===== src/rtl/m_eventually_mon.sv =====
// Per-channel req -> ack -> done window monitor: flags late or missing handshakes,
// keeps sticky per-channel error flags and saturating aggregate result counters.
module m_eventually_mon #(
  parameter int unsigned N_CH     = 4,
  parameter int unsigned ACK_MIN  = 1,
  parameter int unsigned ACK_MAX  = 2,
  parameter int unsigned DONE_MIN = 1,
  parameter int unsigned DONE_MAX = 2,
  parameter int unsigned STRONG   = 1,
  parameter int unsigned CNT_W    = 8
) (
  input  logic              clk,
  input  logic              rst_n,
  input  logic [N_CH-1:0]   req,
  input  logic [N_CH-1:0]   ack,
  input  logic [N_CH-1:0]   done,
  input  logic              err_clr,
  output logic [N_CH-1:0]   busy,
  output logic [N_CH-1:0]   pass_p,
  output logic [N_CH-1:0]   vac_p,
  output logic [N_CH-1:0]   fail_p,
  output logic [N_CH-1:0]   ack_err,
  output logic [N_CH-1:0]   done_err,
  output logic [CNT_W-1:0]  pass_cnt,
  output logic [CNT_W-1:0]  vac_cnt,
  output logic [CNT_W-1:0]  fail_cnt
);

  typedef enum logic [1:0] {StIdle, StWaitAck, StWaitDone} state_e;

  localparam logic [7:0] AckMin  = 8'(ACK_MIN);
  localparam logic [7:0] AckMax  = 8'(ACK_MAX);
  localparam logic [7:0] DoneMin = 8'(DONE_MIN);
  localparam logic [7:0] DoneMax = 8'(DONE_MAX);

  logic [N_CH-1:0] req_prev_q, ack_prev_q;
  logic [N_CH-1:0] req_rose, ack_rose;
  logic [N_CH-1:0] pass_d, vac_d, fail_d;
  logic [N_CH-1:0] pass_q, vac_q, fail_q;
  logic [N_CH-1:0] ack_err_set, done_err_set;
  logic [N_CH-1:0] ack_err_q, done_err_q;
  logic [CNT_W-1:0] pass_cnt_q, vac_cnt_q, fail_cnt_q;

  assign req_rose = req & ~req_prev_q;
  assign ack_rose = ack & ~ack_prev_q;

  always_ff @(posedge clk or negedge rst_n) begin
    if (!rst_n) begin
      req_prev_q <= '0;
      ack_prev_q <= '0;
    end else begin
      req_prev_q <= req;
      ack_prev_q <= ack;
    end
  end

  for (genvar c = 0; c < N_CH; c++) begin : g_ch
    state_e     state_q, state_d;
    logic [7:0] k_q, k_d;
    logic       pass_c, vac_c, fail_c, aerr_c, derr_c;

    always_ff @(posedge clk or negedge rst_n) begin
      if (!rst_n) begin
        state_q <= StIdle;
        k_q     <= 8'd0;
      end else begin
        state_q <= state_d;
        k_q     <= k_d;
      end
    end

    always_comb begin
      state_d = state_q;
      k_d     = k_q;
      pass_c  = 1'b0;
      vac_c   = 1'b0;
      fail_c  = 1'b0;
      aerr_c  = 1'b0;
      derr_c  = 1'b0;
      unique case (state_q)
        StIdle: begin
          if (req_rose[c]) begin
            state_d = StWaitAck;
            k_d     = 8'd1;
          end
        end
        StWaitAck: begin
          // Leaving at AckMax bounds k, so only the lower limit needs checking.
          if (ack_rose[c] && (k_q >= AckMin)) begin
            state_d = StWaitDone;
            k_d     = 8'd1;
          end else if (k_q >= AckMax) begin
            state_d = StIdle;
            k_d     = 8'd0;
            if (STRONG != 0) begin
              fail_c = 1'b1;
              aerr_c = 1'b1;
            end else begin
              vac_c = 1'b1;
            end
          end else begin
            k_d = k_q + 8'd1;
          end
        end
        StWaitDone: begin
          if (done[c] && (k_q >= DoneMin)) begin
            state_d = StIdle;
            k_d     = 8'd0;
            pass_c  = 1'b1;
          end else if (k_q >= DoneMax) begin
            state_d = StIdle;
            k_d     = 8'd0;
            fail_c  = 1'b1;
            derr_c  = 1'b1;
          end else begin
            k_d = k_q + 8'd1;
          end
        end
        default: begin
          state_d = StIdle;
          k_d     = 8'd0;
        end
      endcase
    end

    assign busy[c]         = (state_q != StIdle);
    assign pass_d[c]       = pass_c;
    assign vac_d[c]        = vac_c;
    assign fail_d[c]       = fail_c;
    assign ack_err_set[c]  = aerr_c;
    assign done_err_set[c] = derr_c;
  end

  function automatic logic [4:0] popcnt(input logic [N_CH-1:0] v);
    logic [4:0] n;
    n = 5'd0;
    for (int i = 0; i < N_CH; i++) n = n + 5'(v[i]);
    return n;
  endfunction

  function automatic logic [CNT_W-1:0] sat_add(input logic [CNT_W-1:0] cnt,
                                               input logic [4:0]       inc);
    logic [CNT_W+4:0] sum;
    sum = {5'd0, cnt} + {{CNT_W{1'b0}}, inc};
    if (sum > {5'd0, {CNT_W{1'b1}}}) return {CNT_W{1'b1}};
    return sum[CNT_W-1:0];
  endfunction

  // Counters accumulate the next-state pulses so they update on the same edge as the pulse.
  always_ff @(posedge clk or negedge rst_n) begin
    if (!rst_n) begin
      pass_q     <= '0;
      vac_q      <= '0;
      fail_q     <= '0;
      ack_err_q  <= '0;
      done_err_q <= '0;
      pass_cnt_q <= '0;
      vac_cnt_q  <= '0;
      fail_cnt_q <= '0;
    end else begin
      pass_q     <= pass_d;
      vac_q      <= vac_d;
      fail_q     <= fail_d;
      ack_err_q  <= (ack_err_q & ~{N_CH{err_clr}}) | ack_err_set;
      done_err_q <= (done_err_q & ~{N_CH{err_clr}}) | done_err_set;
      pass_cnt_q <= sat_add(pass_cnt_q, popcnt(pass_d));
      vac_cnt_q  <= sat_add(vac_cnt_q, popcnt(vac_d));
      fail_cnt_q <= sat_add(fail_cnt_q, popcnt(fail_d));
    end
  end

  assign pass_p   = pass_q;
  assign vac_p    = vac_q;
  assign fail_p   = fail_q;
  assign ack_err  = ack_err_q;
  assign done_err = done_err_q;
  assign pass_cnt = pass_cnt_q;
  assign vac_cnt  = vac_cnt_q;
  assign fail_cnt = fail_cnt_q;

endmodule

===== config.mk =====
export PLATFORM = sky130hd
export DESIGN_NAME = m_eventually_mon
export DESIGN_NICKNAME = d
export VERILOG_FILES = /design/src/rtl/m_eventually_mon.sv
export SDC_FILE = /design/constraint.sdc
export NUM_CORES = 1
export LEC_CHECK = 0
export CORE_MARGIN = 2
export CORE_UTILIZATION = 45
export DETAILED_ROUTE_END_ITERATION = 10
export GPL_TIMING_DRIVEN = 0
export HOLD_SLACK_MARGIN = 0.06
export PLACE_DENSITY_LB_ADDON = 0.2
export SLEW_MARGIN = 20
export SYNTH_ARGS = -nofsm -noshare
export SYNTH_HDL_FRONTEND = slang
export SYNTH_SLANG_ARGS = --single-unit
export TNS_END_PERCENT = 20

===== constraint.sdc =====
create_clock -name clk -period 3 [get_ports clk]
set_input_delay 0.9 -clock clk [delete_from_list [all_inputs] [get_ports clk]]
set_output_delay 0.9 -clock clk [all_outputs]
set_load 0.005 [all_outputs]

* After elaboration in Yosys (flattened, before gate mapping)
Index checks and enable logic that the tools add are counted.
** Cells by class
- Add/subtract/negate cells :: 12
- Multipliers :: 0
- Divide/modulo/power cells :: 0
- Magnitude comparators :: 11
- Eq/ne operators :: 12
- Shift operators :: 0
- Mux-type cells :: 80
- Bitwise logic cells :: 9
- Reductions and logical operators :: 16
** Operators with widths (number)
- $mux W8 :: 21
- $pmux W8 S3 :: 4
- $add A8 B1 Y8 const B :: 4
- $ge A8 B1 Y1 const B :: 4
- $ge A8 B2 Y1 const B :: 4
- $mux W2 :: 16
- $mux W1 :: 31
- $pmux W2 S3 :: 4
- $add A8 B4 Y9 :: 2
- $gt A9 B8 Y1 const B :: 2
- $and A4 B4 Y4 :: 4
- $not A4 Y4 :: 3
- $add A3 B1 Y4 :: 2
- $eq A2 B1 Y1 const B :: 4
- $eq A2 B2 Y1 const B :: 4
- $gt A8 B8 Y1 const B :: 1
- $logic_and A1 B1 Y1 :: 8
- $logic_not A2 Y1 :: 4
- $ne A2 B2 Y1 const B :: 4
- $or A4 B4 Y4 :: 2
- $pmux W1 S2 :: 4
- $reduce_bool A2 Y1 :: 4
- $add A2 B1 Y3 :: 2
- $add A1 B1 Y2 :: 2
** Storage, ports and cells
- Register bits :: 88
- Bits in latches :: 0
- RAM bits :: 0
- ROM bits :: 0
- Bits of input ports :: 15
- Output and inout port bits :: 48
- Logic and storage cells :: 157
- Memories :: 0

* Longest topological paths before layout
- Word-level depth :: 12
- Mapped depth :: 15
- Mapped depth without buffers :: 15

* Worst setup path before layout
OpenSTA, ideal clock, no wires.
- Kind :: register to register
- Start :: register g_ch[2].k_q[6]
- End :: register fail_cnt_q[4] (netlist: fail_cnt[4])
- Setup time :: 119 ps
- Arrival :: 3067 ps
- Data required time :: 2881 ps
- Path slack :: -186 ps
- Stages on the path, launching flop included :: 13
- Buffers on the path :: 0
- Clock period less this slack :: 3186 ps
- Cells stage by stage :: dfrtp_1 -> or4_4 -> o41ai_1 -> nand2_1 -> nand2_1 -> and3_1 -> fa_1 -> inv_1 -> fa_1 -> inv_1 -> fa_1 -> and3_1 -> o21a_1
** On the way
- Word-level cells in the longest chain between the ends :: 10
- Elaborated cells on any way between the ends :: 14
- Classes of those cells :: add/sub (3); order compare (3); mux (6); reduce/logical (2)
** Ends and longest elaborated chain
- start, declared :: RTL line 59 : logic [7:0] k_q, k_d;
- start signal, assigned :: RTL line 68 : k_q <= k_d;
- $ge A8 B2 Y1 / $ge A8 B1 Y1 (equally long branches)
- $mux W1, or another cell as far along :: RTL line 110 : end else if (k_q >= DoneMax) begin
- $mux W1, on equally long branches :: RTL line 106, 89
- $pmux W1 S2 (*) :: RTL line 80 : unique case (state_q)
- via g_ch[2].fail_c :: RTL line 60 : logic pass_c, vac_c, fail_c, aerr_c, derr_c;
- $add A2 B1 Y3 (*) :: RTL line 137 : for (int i = 0; i < N_CH; i++) n = n + 5'(v[i]);
- $add A3 B1 Y4 (*) :: RTL line 137
- $add A8 B4 Y9 (*) :: RTL line 144 : sum = {5'd0, cnt} + {{CNT_W{1'b0}}, inc};
- $gt A9 B8 Y1 :: RTL line 145 : if (sum > {5'd0, {CNT_W{1'b1}}}) return {CNT_W{1'b1}};
- $mux W1 :: RTL line 145
- $mux W8 (*) :: RTL line 146 : return sum[CNT_W-1:0];
- end signal, assigned :: RTL line 168 : fail_cnt_q <= sat_add(fail_cnt_q, popcnt(fail_d));
- end, declared :: RTL line 42 : logic [CNT_W-1:0] pass_cnt_q, vac_cnt_q, fail_cnt_q;
Mark *: on every way through the listed nets, which the timed path passes. The rest lies on a longest branch.
A chain may end at the register's enable or synchronous reset.

* Worst setup path in the final report
- Start :: register g_ch[2].k_q[6]
- End :: register ack_err_q[2] (netlist: ack_err[2])
** On the way
- Word-level cells in the longest chain between the ends :: 5
- Elaborated cells on any way between the ends :: 7
- Classes of those cells :: order compare (2); mux (3); bitwise (1); reduce/logical (1)
** Ends and longest elaborated chain
- $ge A8 B2 Y1 / $ge A8 B1 Y1 (equally long branches) :: RTL line 92, 89
- $mux W1 / $logic_and A1 B1 Y1 (equally long branches)
- $mux W1 (*) :: RTL line 89 : if (ack_rose[c] && (k_q >= AckMin)) begin
- $mux W1 (*) :: RTL line 80
- $or A4 B4 Y4 (*) :: RTL line 164 : ack_err_q <= (ack_err_q & ~{N_CH{err_clr}}) | ack_err_set;
- end signal, assigned :: RTL line 164
- end, declared :: RTL line 41 : logic [N_CH-1:0] ack_err_q, done_err_q;
Every way passes the cells marked *; elsewhere a longest branch is shown, timed or not.

==> results.json <==
{
  "crit_top_cell": "buf_6",
  "leakage_uw": 0.00263,
  "status": "finished with violations",
  "p_per_area_mw_per_mm2": 800,
  "synthFlopType": "dfrtp_1",
  "yosys.area.top_type_share_pct": 48.1,
  "worstSetupStartpointType": "register",
  "rsz0062_at_grt": "true",
  "final_nets": 558,
  "p_total_uw": 4320,
  "synth_edf_count": 0,
  "syn_avg_cell_area_um2": 10.3,
  "gp_congestion": 0.849,
  "drtPass1Iterations": 4,
  "dieArea_mm2": 0.0100,
  "syn-cell-area_mm2": 0.00416,
  "htree_levels": 3,
  "finalMaxSlewViolations": 0,
  "dieHeight_um": 100,
  "layout_setup_ws_ns": -0.270,
  "final_core_util_pct": 59.4,
  "path_class": "reg -> reg",
  "grt_overflow": 0,
  "grtUsageTotal_pct": 18.5,
  "path_clk_slew_ns": 0.09,
  "failed_checks": "setup timing",
  "layout-drive-gt1-share_pct": 18.3,
  "cts_tree": "yes",
  "seq_area_frac_synth_pct": 48.1,
  "crit_chain": "or4_4 -> o41ai_4 -> nand2_1 -> buf_4 -> buf_4 -> buf_4 -> buf_4 -> buf_4 -> buf_4 -> buf_6 -> buf_6 -> buf_6 -> buf_6 -> buf_6 -> buf_6 -> buf_6 -> buf_6 -> buf_6 -> o22ai_2",
  "clock_sinks": 80,
  "nFillCells": 761,
  "io_pins": 63,
  "clk_path_buf_depth": 2,
  "via_per_inst": 5.09,
  "clkLatencyLatePin_ns": 0.36,
  "finalCritPeriodShare_pct": 109,
  "end_kind": "register",
  "avgRoutedWirePerCell_um": 14.2,
  "antenna_found_initial": 0,
  "drt_iter0_drc": 135,
  "drv_cap": 0,
  "hpwl_um": 5990,
  "grt_pass1_wl_um": 14600,
  "rows": 35,
  "vias": 3151,
  "drc_errors": 0,
  "yosys_warnings": 0,
  "hold_class": "in -> async",
  "final_area_mm2": 0.00541,
  "yosys-top-cells-area": "dfrtp_1 48%, ha_1 10%, inv_1 4.0%, nand2_1 3.3%, fa_1 2.9%",
  "multiInputGateArea_mm2": 0.00207,
  "regArea_mm2": 0.00200,
  "synth_seq_cells": 80,
  "start_util_pct": 45.7,
  "grt_max_degree": 51,
  "ys_types": 50,
  "yosys.cell_count.top_type": "dfrtp_1",
  "grt_pass1_vias": 3110,
  "core_area_mm2": 0.00911,
  "ys_async_sr_fraction_pct": 100,
  "maxSlewHeadroom_pct": 52.6,
  "pre_cts_ws_ns": -0.743,
  "setup_viol": 17,
  "syn2layout_area_growth_pct": 29.9,
  "cts_made_buffers": 9,
  "cp.required_ns": 3.29,
  "skew_ns": 0.0136,
  "synth_cells": 404,
  "post_dp_cell_area_mm2": 0.00488,
  "timing.fmax_mhz": 306,
  "synth.largest_area_cell": "dfrtp_1",
  "tightest_slew_ns": 0.693,
  "cp_max_fo": 3,
  "vdd_ir_drop_max_mv": 0.349,
  "finalNonFillerCells": 619,
  "portBuffers": 49,
  "fp.dieW_um": 100,
  "hold_viol_final": 0,
  "diodes": 0,
  "layout_min_cycle_time_ns": 3.27,
  "ant_nets": 0,
  "routed_wl_um": 8790,
  "yosys-top-cells-count": "80 x dfrtp_1, 44 x inv_1, 37 x nand2_1",
  "cts_root_buffer": "clkbuf_8",
  "cp.arrival_ns": 3.55,
  "dp.cells": 576,
  "critical-path-max-stage-delay_ns": 0.59,
  "cp_slowest_cell": "or4_4"
}
per-stage QoR:
stage | hold WS [ns] | TNS [ns]
detailed placement | 0.472 | -9.60
global route | 0.488 | -4.65
global placement | 0.470 | -157.99
finish | 0.466 | -2.67
CTS | 0.466 | -1.66
floorplan | 0.451 | -0.0508
layout by cell type (no fill, tap or decap), drive strengths merged, types with 7 or more instances in the layout:
master	synthesis	layout
dfrtp	80	80
clkdlybuf4s50	0	47
inv	44	47
buf	13	42
nand2	37	37
ha	34	34
a21oi	23	23
nor2	18	18
o21ai	17	17
and2	15	15
and3	14	14
nand2b	13	13
conb	1	12
nand3	11	11
clkbuf	1	10
o22ai	9	9
nor3	7	7
where the power goes:
group          switching, µW  total (µW)  internal, µW
clock network            433         740           307
logic                   1040        2090          1060
registers                204        1490          1290
cells by family after synthesis:
| kind of cell | after synthesis | synth area share, % |
|---|---|---|
| buf+inv | 58 | 6.31 |
| simple gates | 139 | 18.3 |
| xor+xnor | 7 | 1.47 |
| compound gates | 79 | 12.6 |
| other cells | 1 | 0.0901 |
| flops | 80 | 48.1 |
| fa+ha+maj | 40 | 13.1 |
metal layers:
metal	vias to the layer above	global-route usage [%]	part of all wire, %
li1	1549	-	-
met1	1517	24.7	46
met2	74	29.2	47
met3	11	4.32	4.9
met4	0	7.38	1.6
met5	-	0	0
path summary, 6_finish.rpt:
check / end / from / slack [ns] / cells after the start
max: ack_err[2] / g_ch[2].k_q[6] / -0.27 / 19
min: g_ch[2].k_q[7] / rst_n / 0.47 / 1
max reg2reg: ack_err[2] / g_ch[2].k_q[6] / -0.27 / 19
min reg2reg: g_ch[3].k_q[3] / g_ch[3].k_q[3] / 0.49 / 1
max in group asynchronous: ack_prev_q[3] / rst_n / 1.95 / 2
min in group clk: g_ch[3].k_q[3] / g_ch[3].k_q[3] / 0.49 / 1
worst max-delay path: cells and delay by family, from the launching register on:
family	cells	cell delay (ns)
simple gates	2	0.73
compound gates	2	0.34
buf+inv	15	1.69
flops	1	0.41
timing repair:
| item | 4_1_cts | 5_1_grt |
|---|---|---|
| gates resized for setup | 34 | 5 |
| hold buffers | 0 | 0 |
| pin swaps | 6 | 3 |
| setup buffers | 22 | 5 |
| setup endpoints to repair | 16 | 17 |
| cloned | 0 | 0 |
registers in the layout, summed over array words and instances, names as in the netlist:
| register | cells |
|---|---|
| pass_p | 4 |
| pass_cnt | 8 |
| g_ch.k_q | 32 |
| fail_cnt | 8 |
| done_err | 4 |
| g_ch.state_q | 8 |
| req_prev_q | 4 |
| ack_err | 4 |
| ack_prev_q | 4 |
| fail_p | 4 |
area by class of cell:
class	count	share of cell area [%]
clock buffer	9	2.29
buffer	14	1.80
inverter	44	3.05
timing repair buffer	77	14.0
tap	111	2.57
multi-input combinational	277	38.3
sequential	80	37.0
clock inverter	7	0.995
No activity file was read; power rests on OpenSTA's default activity.
